==> src/rtl/sram_pixel_scanout_if.sv <==
// sram_pixel_scanout_if: RGB565 pixel stream with start/end-of-frame markers and ready/valid handshake
// Ports: data (pixel), sop (first pixel of frame), eop (last pixel of frame), valid, ready
interface sram_pixel_scanout_if;
  logic [15:0] data;
  logic sop;
  logic eop;
  logic valid;
  logic ready;
  modport master (output data, sop, eop, valid, input ready);
  modport slave (input data, sop, eop, valid, output ready);
endinterface

==> src/rtl/sram_pixel_scanout.sv <==
// sram_pixel_scanout: linear SRAM pixel fetch into a show-ahead FIFO driving a ready/valid pixel stream
// Ports: clk; reset (async, active-high); enable starts/continues scanout (sampled in IDLE and at frame end);
//   sram_addr/sram_rdata/sram_*_n form the SRAM read port (data valid the cycle after the address);
//   stream (master) carries pixel data with sop/eop; swap_req/swap_done/cur_buffer control the
//   front/back buffer swap, compiled in only when SCANOUT_SWAP_EN is defined.
module sram_pixel_scanout #(
  parameter int WIDTH = 320,
  parameter int HEIGHT = 240,
  parameter int ADDR_W = 18,
  parameter logic [ADDR_W-1:0] FRONT_BASE = 18'h00000,
  parameter logic [ADDR_W-1:0] BACK_BASE = 18'h20000,
  parameter int FIFO_DEPTH = 4
) (
  input  logic clk,
  input  logic reset,
  input  logic enable,
  output logic [ADDR_W-1:0] sram_addr,
  input  logic [15:0] sram_rdata,
  output logic sram_ce_n,
  output logic sram_oe_n,
  output logic sram_we_n,
  output logic sram_ub_n,
  output logic sram_lb_n,
  sram_pixel_scanout_if.master stream,
  input  logic swap_req,
  output logic swap_done,
  output logic cur_buffer
);
  localparam int FRAME = WIDTH * HEIGHT;
  localparam int PW = $clog2(FRAME);
  localparam int AW = $clog2(FIFO_DEPTH);
  localparam int CW = AW + 1;
  localparam logic [PW-1:0] LAST = PW'(FRAME - 1);
  typedef enum logic [1:0] {IDLE, FETCH, WAIT} state_t;
  state_t state, state_n;
  logic [PW-1:0] pix;
  logic infl_v, infl_sop, infl_eop;
  logic [17:0] fifo_mem [FIFO_DEPTH];
  logic [AW-1:0] wr_ptr, rd_ptr;
  logic [CW-1:0] count;
  logic room, issue, frame_end, pop;
  logic [ADDR_W-1:0] base;
  assign sram_we_n = 1'b1;
  assign sram_ub_n = 1'b0;
  assign sram_lb_n = 1'b0;
  assign stream.valid = count != '0;
  assign {stream.sop, stream.eop, stream.data} = fifo_mem[rd_ptr];
  assign pop = stream.valid && stream.ready;
  // Counting the in-flight read against FIFO space guarantees a push never meets a full FIFO.
  always_comb begin
    room = 32'(count) + 32'(infl_v) < 32'(FIFO_DEPTH);
    issue = state != IDLE && room;
    frame_end = issue && pix == LAST;
    state_n = state == IDLE ? (enable ? FETCH : IDLE) :
              (frame_end && !enable) ? IDLE :
              room ? FETCH : WAIT;
  end
  always_ff @(posedge clk or posedge reset) begin
    if (reset) begin
      state <= IDLE;
      pix <= '0;
      sram_addr <= FRONT_BASE;
      sram_ce_n <= 1'b1;
      sram_oe_n <= 1'b1;
      infl_v <= 1'b0;
      infl_sop <= 1'b0;
      infl_eop <= 1'b0;
      wr_ptr <= '0;
      rd_ptr <= '0;
      count <= '0;
      for (int i = 0; i < FIFO_DEPTH; i++) fifo_mem[i] <= '0;
    end else begin
      state <= state_n;
      sram_oe_n <= !issue;
      sram_ce_n <= !issue && state_n == IDLE;
      infl_v <= issue;
      infl_sop <= issue && pix == '0;
      infl_eop <= frame_end;
      if (issue) begin
        sram_addr <= base + ADDR_W'(pix);
        pix <= frame_end ? '0 : pix + PW'(1);
      end
      if (infl_v) begin
        fifo_mem[wr_ptr] <= {infl_sop, infl_eop, sram_rdata};
        wr_ptr <= wr_ptr + AW'(1);
      end
      if (pop) rd_ptr <= rd_ptr + AW'(1);
      count <= count + CW'(infl_v) - CW'(pop);
    end
  end
`ifdef SCANOUT_SWAP_EN
  logic pending, do_swap;
  // A request landing on the frame-end cycle is folded into that same frame end.
  assign do_swap = frame_end && (pending || swap_req);
  assign base = cur_buffer ? BACK_BASE : FRONT_BASE;
  always_ff @(posedge clk or posedge reset) begin
    if (reset) begin
      pending <= 1'b0;
      cur_buffer <= 1'b0;
      swap_done <= 1'b0;
    end else begin
      pending <= !frame_end && (pending || swap_req);
      cur_buffer <= cur_buffer ^ do_swap;
      swap_done <= do_swap;
    end
  end
`else
  logic unused_swap;
  assign unused_swap = ^{swap_req, BACK_BASE};
  assign base = FRONT_BASE;
  assign cur_buffer = 1'b0;
  assign swap_done = 1'b0;
`endif
endmodule
==> src/flat_wrapper.sv <==
// flat-port wrapper written by rule: the top's interface ports become plain ports
module sram_pixel_scanout_flat 
#(
  parameter int WIDTH = 320,
  parameter int HEIGHT = 240,
  parameter int ADDR_W = 18,
  parameter logic [ADDR_W-1:0] FRONT_BASE = 18'h00000,
  parameter logic [ADDR_W-1:0] BACK_BASE = 18'h20000,
  parameter int FIFO_DEPTH = 4
)
  (clk, reset, enable, sram_addr, sram_rdata, sram_ce_n, sram_oe_n, sram_we_n, sram_ub_n, sram_lb_n, swap_req, swap_done, cur_buffer, stream_data, stream_sop, stream_eop, stream_valid, stream_ready);
  sram_pixel_scanout_if stream_i ();
  input  logic clk;
  input  logic reset;
  input  logic enable;
  output logic [ADDR_W-1:0] sram_addr;
  input  logic [15:0] sram_rdata;
  output logic sram_ce_n;
  output logic sram_oe_n;
  output logic sram_we_n;
  output logic sram_ub_n;
  output logic sram_lb_n;
  input  logic swap_req;
  output logic swap_done;
  output logic cur_buffer;
  output wire logic [$bits(stream_i.data)-1:0] stream_data;
  output wire logic [$bits(stream_i.sop)-1:0] stream_sop;
  output wire logic [$bits(stream_i.eop)-1:0] stream_eop;
  output wire logic [$bits(stream_i.valid)-1:0] stream_valid;
  input wire logic [$bits(stream_i.ready)-1:0] stream_ready;
  assign stream_data = stream_i.data;
  assign stream_sop = stream_i.sop;
  assign stream_eop = stream_i.eop;
  assign stream_valid = stream_i.valid;
  assign stream_i.ready = stream_ready;
  sram_pixel_scanout #(.WIDTH(WIDTH), .HEIGHT(HEIGHT), .ADDR_W(ADDR_W), .FRONT_BASE(FRONT_BASE), .BACK_BASE(BACK_BASE), .FIFO_DEPTH(FIFO_DEPTH)) u_core (.clk(clk), .reset(reset), .enable(enable), .sram_addr(sram_addr), .sram_rdata(sram_rdata), .sram_ce_n(sram_ce_n), .sram_oe_n(sram_oe_n), .sram_we_n(sram_we_n), .sram_ub_n(sram_ub_n), .sram_lb_n(sram_lb_n), .stream(stream_i), .swap_req(swap_req), .swap_done(swap_done), .cur_buffer(cur_buffer));
endmodule
==> config.mk <==
export PLATFORM = sky130hd
export DESIGN_NAME = sram_pixel_scanout_flat
export DESIGN_NICKNAME = d
export VERILOG_FILES = /design/src/rtl/sram_pixel_scanout_if.sv /design/src/rtl/sram_pixel_scanout.sv /design/src/flat_wrapper.sv
export SDC_FILE = /design/constraint.sdc
export NUM_CORES = 1
export LEC_CHECK = 0
export CORE_UTILIZATION = 30
export CTS_BUF_LIST = sky130_fd_sc_hd__clkbuf_4 sky130_fd_sc_hd__clkbuf_8 sky130_fd_sc_hd__clkbuf_16
export CTS_CLUSTER_SIZE = 12
export DETAILED_ROUTE_END_ITERATION = 12
export PLACE_DENSITY_LB_ADDON = 0.12
export SETUP_SLACK_MARGIN = 0.05
export SLEW_MARGIN = 5
export SYNTH_ARGS = -nofsm -noshare
export SYNTH_HDL_FRONTEND = slang
export SYNTH_SLANG_ARGS = --single-unit
==> constraint.sdc <==
create_clock -name clk -period 6.33 [get_ports clk]
set_input_delay 0.633 -clock clk [delete_from_list [all_inputs] [get_ports clk]]
set_output_delay 0.633 -clock clk [all_outputs]
set_load 0.05 [all_outputs]
== After elaboration in Yosys (flattened, before gate mapping) ==
Cells that the tools add are included.

* Mux-type cells: 11
* Order comparisons: 4
* Bitwise logic cells: 2
* Reduce and logical (&&, ||, !) cells: 14
* Equal/unequal tests: 1
* Add/sub/neg operators: 6

{| class="wikitable"
|+ Operator list
! kind !! number
|-
| bitwise mux 72 bit || 1
|-
| two-way mux 18 bit || 3
|-
| binary-select mux 18 bit (select 2 bit) || 1
|-
| demux 18 bit (select 2 bit) || 1
|-
| < comparator 32 x 3 -> 1 bit, second input constant || 1
|-
| adder 17 x 1 -> 17 bit, second input constant || 1
|-
| equality test 17 bit, second input constant || 1
|-
| logical NOT 17 bit || 1
|-
| two-way mux 17 bit || 1
|-
| logical AND 1 bit || 7
|-
| >= comparator 3 bit, second input constant || 2
|-
| two-way mux 2 bit || 3
|-
| NOT 2 -> 3 bit || 2
|-
| adder 2 x 1 -> 2 bit, second input constant || 2
|-
| adder 3 x 1 -> 4 bit || 1
|-
| logical NOT 2 bit || 2
|-
| adder 3 x 1 -> 3 bit || 1
|-
| < comparator 3 x 1 -> 1 bit, second input constant || 1
|-
| nonzero test 3 bit || 1
|-
| subtractor 3 x 1 -> 3 bit || 1
|-
| logical NOT 1 bit || 2
|-
| nonzero test 2 bit || 1
|-
| two-way mux 1 bit || 1
|}

* Input port bits: 21
* Register bits: 120

== Logic depth before layout (Yosys ltp) ==
Gate-level depths: netlist (run 1).

* Depth after elaboration: 9
* Mapped depth: 7

== Worst setup path after synthesis (run 1) ==
No wires, ideal clock.

* Kind: reg2reg
* From: register u_core.count[0]
* To: register u_core.count[2]
* Path buffers: 0
* Cell stages (with the launch flop): 8
* Slack: 3.941 ns
* Period minus slack after synthesis: 2.389 ns
* Setup time: 0.123 ns
* Required time: 6.207 ns
* Arrival time: 2.266 ns
* Cells stage by stage: dfrtp_1 > or3_1 > and2_1 > ha_1 > inv_1 > ha_1 > fa_1 > xnor2_1

* Cells in the longest elaborated chain, start to end: 3
* Elaborated cells between the ends (all ways): 4
* Classes of those cells: add/sub (2); reduce/logical (2)

{| class="wikitable"
|+ RTL lines
! what !! RTL line !! source
|-
| start, declared || sram_pixel_scanout.sv:40 || <nowiki>logic [CW-1:0] count;</nowiki>
|-
| start signal, assigned || sram_pixel_scanout.sv:88 || <nowiki>count <= count + CW'(infl_v) - CW'(pop);</nowiki>
|-
| nonzero test 3 bit || sram_pixel_scanout.sv:46 || <nowiki>assign stream.valid = count != '0;</nowiki>
|-
| via stream_valid || flat_wrapper.sv:29 || <nowiki>output wire logic [$bits(stream_i.valid)-1:0] stream_valid;</nowiki>
|-
| logical AND 1 bit || sram_pixel_scanout.sv:48 || <nowiki>assign pop = stream.valid && stream.ready;</nowiki>
|-
| via u_core.pop || sram_pixel_scanout.sv:41 || <nowiki>logic room, issue, frame_end, pop;</nowiki>
|-
| subtractor 3 x 1 -> 3 bit || sram_pixel_scanout.sv:88 ||
|}

The timed path passes the listed nets, and every way through them passes these cells.
A chain may end at the register's enable or synchronous reset.

== Worst setup path in the final report (run 1) ==
* From: register u_core.rd_ptr[1]
* To: output port stream_sop

* Cells in the longest elaborated chain, start to end: 4

{| class="wikitable"
|+ RTL lines
! what !! RTL line !! source
|-
| start, declared || sram_pixel_scanout.sv:39 || <nowiki>logic [AW-1:0] wr_ptr, rd_ptr;</nowiki>
|-
| start signal, assigned || sram_pixel_scanout.sv:87 || <nowiki>if (pop) rd_ptr <= rd_ptr + AW'(1);</nowiki>
|-
| NOT 2 -> 3 bit (not written as such) || sram_pixel_scanout.sv:47 || <nowiki>assign {stream.sop, stream.eop, stream.data} = fifo_mem[rd_ptr];</nowiki>
|-
| binary-select mux 18 bit (select 2 bit) || sram_pixel_scanout.sv:47 ||
|-
| two-way mux 18 bit (not written as such) (2 in series) || sram_pixel_scanout.sv:47 ||
|-
| end, declared || flat_wrapper.sv:27 || <nowiki>output wire logic [$bits(stream_i.sop)-1:0] stream_sop;</nowiki>
|}

No other way between the ends. The select of a mux whose other input is x is not followed.

==> out/metrics.cfg, run 1 <==
[global_route]
track_usage_pct=13.1
grt_pass1_vias=3416
grt-ovfl-total=0
antenna_found_initial=0
grt_pass1_wl_um=18100
grt_max_degree=62

[sta]
finClkSkew_ps=7.21
slew_viol_final=0
fin_crit_ps=3260
worst_pin_slew_ps=1010
rsz0062_at_grt=no
setup_violations=0
min_period_over_period_pct=51.5
max_freq_mhz=307
setup_tns_ps=0
finalHoldViolCount=0
timing.slew.headroom_pct=32.3

[floorplanning]
num_rows=48
fp.dieW_um=135
die_area_mm2=0.0183
pin_count=65
initial_core_util_pct=30.7
die-height_um=135
coreArea_mm2=0.0174

[synth]
post_synth.cell_area_avg_um2=13.2
synth_area_leaders=dfrtp_1 55%, mux2_2 15%, mux4_2 7.6%
synthCells=403
synth_warnings=0
synth.distinct_cells=41
yosysTopAreaCellShare_pct=55.3
synth.ff_latch_count=120
synth.most_common_cell=dfrtp_1
synth_area_mm2=0.00534
ys.flop_type=dfrtp_1
ys_seq_area_share_pct=56.3
async_reset_ff_share_pct=100
synth_common_cells=118 x dfrtp_1, 72 x mux2_2, 54 x nand2_1
synth.largest_area_cell=dfrtp_1
synth_edf_count=0

[cells_and_area]
layout.cells.non_filler=700
area_growth_pct=25.4
nets=493
fillers=1653
n_antenna_cell=0
drive_above_1_share_pct=28.8
final_area_mm2=0.00669

[power]
p_leak_nw=2.87
p_per_area_mw_per_mm2=585
ir_worst_vdd_uv=296

[place]
gp_congestion=0.739
dp.cells=668
dp_hpwl_um=6780
detailed_place.area_mm2=0.00610
io_buffer_count=57

[route]
ant_nets=0
drcViolationCount=0
via_per_inst=4.67
dr.pass1.iters=4
wl_per_cell_um=15.8
wirelength_um=11100
dr_total_vias=3269
dr.first_iter.drc_count=126

[worst_setup_path]
crit_slowest_cell=dfrtp_1
slowest_delay_ps=1000
critPathTopFamily=flip-flops
required_ps=5700
end_kind=output pin
r2r-start=u_core.infl_v
r2r_cells=6
cp_num_buf_inv=1
cp_max_fo=19
critPathLaunchType=register
cp_cell_sequence=mux4_2 -> clkdlybuf4s50_1
crit_arrival_ps=2630
reg2reg_to=u_core.pix[7]
r2r_slack_ps=4110
critical_path_class=register to output pin

[clocking]
holdBufCountCts=0
clk_pin_slew_worst_paths_ps=50
cts.sinks=120
cts.repair.resized=0
cts_setup_buffers=0
clk_latency_ps=410
h-tree-depth=4
cts_buffer_depth=2
cts_tree=built
clockRootBuffer=clkbuf_16
cts_buffers=17

[outcome]
status=finished, final reports clean

[min_path]
hp-class=register to register
hold_start=u_core.sram_addr[9]
min_to=u_core.sram_addr[9]
hold_path_depth=2

[run]
maxCapViolCount=0

==> cells in the final DEF, fill, tap and decap left out, types with 2 or more instances in the layout <==
cell type	n
dfrtp_1	118
clkbuf_8	3
ha_1	9
conb_1	6
mux2_2	72
clkinvlp_4	2
mux4_2	18
nand4_1	5
buf_4	3
or4_1	2
o21ba_2	2
bufinv_16	2
nor3_2	2
xnor2_1	5
a21oi_1	3
o21ai_0	14
nor4_1	5
xor2_1	6
clkinv_2	4
clkdlybuf4s50_1	57
dfstp_2	2
clkbuf_16	17
or3_1	4
clkbuf_4	4
nor2_1	4
o22ai_1	2
nor3_1	7
nand3_1	9
inv_1	14
nand2_1	54
a31oi_1	3
o211ai_1	3
==> power by group <==
group	internal (mW)	switching, mW	leakage, nW
clock	0.624	0.337	0.294
combinational	0.729	0.949	1.12
sequential	1.07	0.205	1.47
total	2.42	1.49	2.87
==> per-stage QoR <==
step / util [%] / hold WS [ps] / power, mW / worst slack, ps
floorplan: - / 433 / 2.52 / 2510
global placement: 35.1 / 467 / 2.96 / 3430
detailed placement: 35.1 / 463 / 3.00 / 3410
CTS: 38.6 / 480 / 3.97 / 2960
global route: 38.6 / 497 / 4.16 / 2950
finish: 38.6 / 476 / 3.91 / 3070
==> worst max-delay path by stage <==
stage                            to  slack, ps        startpoint  cells past startpoint
floorplan           u_core.count[0]       2510             reset                      1
finish                   stream_sop       3070  u_core.rd_ptr[1]                      2
global placement         stream_eop       3430  u_core.rd_ptr[1]                      2
global route         stream_data[3]       2950  u_core.rd_ptr[1]                      2
detailed placement       stream_sop       3410  u_core.rd_ptr[1]                      2
CTS                      stream_sop       2960  u_core.rd_ptr[1]                      2
==> routing by layer <==
layer	wire length, um	vias to the layer above	track usage (%)
met2	5330	58	21.1
met4	133	0	4.31
met1	5210	1655	16.5
met5	0	-	0
li1	-	1542	-
met3	400	14	4.23
==> worst register-to-register path: stages (launching register included) <==
cell and delay (ps):
dfrtp_1 540, and4_1 280, o221ai_2 90, buf_4 260, inv_1 570, mux2i_1 250, o21ai_0 100
==> final cells by class <==
cell class,count,area (um^2),share of cell area (%)
Sequential cell,120,3010,44.9
Multi-Input combinational cell,248,2160,32.3
Timing Repair Buffer,60,593,8.86
Clock buffer,24,497,7.42
Tap cell,225,282,4.21
Clock inverter,8,95.1,1.42
Inverter,15,58.8,0.879
==> registers in the layout (all words and copies together) (netlist names), 2 cells and up <==
| register | flops |
|---|---|
| u_core.wr_ptr | 2 |
| u_core.count | 3 |
| u_core.sram_addr | 17 |
| u_core.state | 2 |
| u_core.fifo_mem | 72 |
| u_core.pix | 17 |
| u_core.rd_ptr | 2 |
==> cell families after synthesis <==
family                   after synthesis  synth area share, %
AO/OA/AOI/OAI                         30                 3.56
adder cells (fa/ha/maj)               10                 2.49
XOR/XNOR                              11                 1.81
other                                  2                0.141
multiplexers                          91                 23.0
flip-flops                           120                 56.3
buffers and inverters                 39                 3.42
AND/OR/NAND/NOR                      100                 9.26
Note: power is estimated with default switching activity, not from simulation.
==> inputs of run 2 (changes only) <==
clock period = 3.39 ns   (was 6.33 ns; I/O delays follow)
==> out/metrics.cfg, run 2 (synthesis results as in run 1) <==
[worst_setup_path]
critical_path_class=register to output pin
crit_arrival_ps=2510
cp_cell_sequence=buf_4 -> mux4_2 -> clkdlybuf4s50_1
crit_end=stream_sop
end_kind=output pin
critPathLaunchType=register
cp_max_fo=17
slowest_delay_ps=740
reg2reg_to=u_core.count[2]
crit_slowest_cell=clkdlybuf4s50_1
startpoint=u_core.rd_ptr[0]
r2r_cells=7
r2r-start=u_core.count[0]
required_ps=3050
r2r_slack_ps=1170

[global_route]
grt_pass1_wl_um=18100
grt_max_degree=55
grt-ovfl-total=0
grt_pass1_vias=3498
antenna_found_initial=0
track_usage_pct=13.1

[clocking]
cts_setup_buffers=0
cts.repair.resized=0
cts_buffer_depth=2
clockRootBuffer=clkbuf_16
cts.sinks=120
holdBufCountCts=0
cts_buffers=17
clk_pin_slew_worst_paths_ps=50
clk_latency_ps=410
h-tree-depth=4
cts_tree=built

[route]
wirelength_um=10900
via_per_inst=4.65
wl_per_cell_um=15.4
dr.pass1.iters=4
ant_nets=0
dr.first_iter.drc_count=141
dr_total_vias=3275
drcViolationCount=0

[sta]
setup_slack_ps=536
timing.slew.headroom_pct=33.4
finClkSkew_ps=8.19
holdWs_ps=368
setup_tns_ps=0
rsz0062_at_grt=no
worst_pin_slew_ps=997
min_period_over_period_pct=84.2
fin_crit_ps=2850
slew_viol_final=0
finalHoldViolCount=0
setup_violations=0
max_freq_mhz=350

[cells_and_area]
largest_register_ffs=72
most-common-layout-cells=118 x dfrtp_1, 72 x mux2_2, 57 x clkdlybuf4s50_1, 54 x nand2_1, 18 x mux4_2
drive_above_1_share_pct=29.4
register_area_mm2=0.00301
fillers=1658
n_antenna_cell=0
fin_util_pct=39.1
layout.cells.non_filler=704
final_area_mm2=0.00679
largest_registers=u_core.fifo_mem (72), u_core.pix (17), u_core.sram_addr (17)
layout_commonest_cell=dfrtp_1
multiInputGateArea_mm2=0.00216
largest_register=u_core.fifo_mem
area_growth_pct=27.3
nets=498

[outcome]
status=finished, final reports clean

[power]
p_leak_nw=2.92
total_power_mw=7.47
p_per_area_mw_per_mm2=1100
ir_worst_vdd_uv=765

[floorplanning]
num_rows=48
coreArea_mm2=0.0174
fp.dieW_um=135
initial_core_util_pct=30.7
pin_count=65
die-height_um=135
die_area_mm2=0.0183

[place]
detailed_place.area_mm2=0.00615
dp_slack_ps=916
dp_hpwl_um=6990
io_buffer_count=57
dp.cells=673
gp_congestion=0.731

[min_path]
hp-class=primary input to asynchronous set/reset pin

[run]
maxCapViolCount=0

## run 2: cell count changes in the layout (fill, tap and decap cells not counted), sizes merged
cell    before  now
bufinv       2    4
clkbuf      24   23
clkinv       4    3
inv         15   14
buf          3    8
## run 2: worst max-delay path, delay by kind of cell (launching register included)
kind	cells	cell delay (ps)
buf+inv	2	1120
flops	1	420
mux	1	540
## run 2: power breakdown
part           switching, mW  internal [mW]
Combinational           1.81           1.38
Clock                  0.607           1.32
Sequential             0.348           2.00
## run 2: worst min path at each step
stage                     depth (start not counted)                   end
after floorplan                                   1      u_core.sram_ce_n
after CTS                                         2   u_core.fifo_mem[50]
after detailed placement                          2   u_core.sram_addr[2]
after global placement                            2  u_core.sram_addr[16]
final                                             2   u_core.fifo_mem[64]
after global routing                              2   u_core.fifo_mem[50]
## run 2: layout make-up
| type | instances | area share (%) |
|---|---|---|
| sequential | 120 | 44.3 |
| multi-input combinational | 248 | 31.8 |
| clock buffer | 23 | 7.30 |
| inverter | 15 | 0.884 |
| tap | 225 | 4.15 |
| timing repair buffer | 65 | 9.47 |
| clock inverter | 8 | 2.10 |
## run 2: metal layers
metal  GRT usage, %  up-vias  share of wire, %
li1               -     1549                 -
met2           21.4       52                49
met5              0        -                 0
met4           4.12        0              0.96
met3           4.12        8               3.3
met1           16.4     1666                47
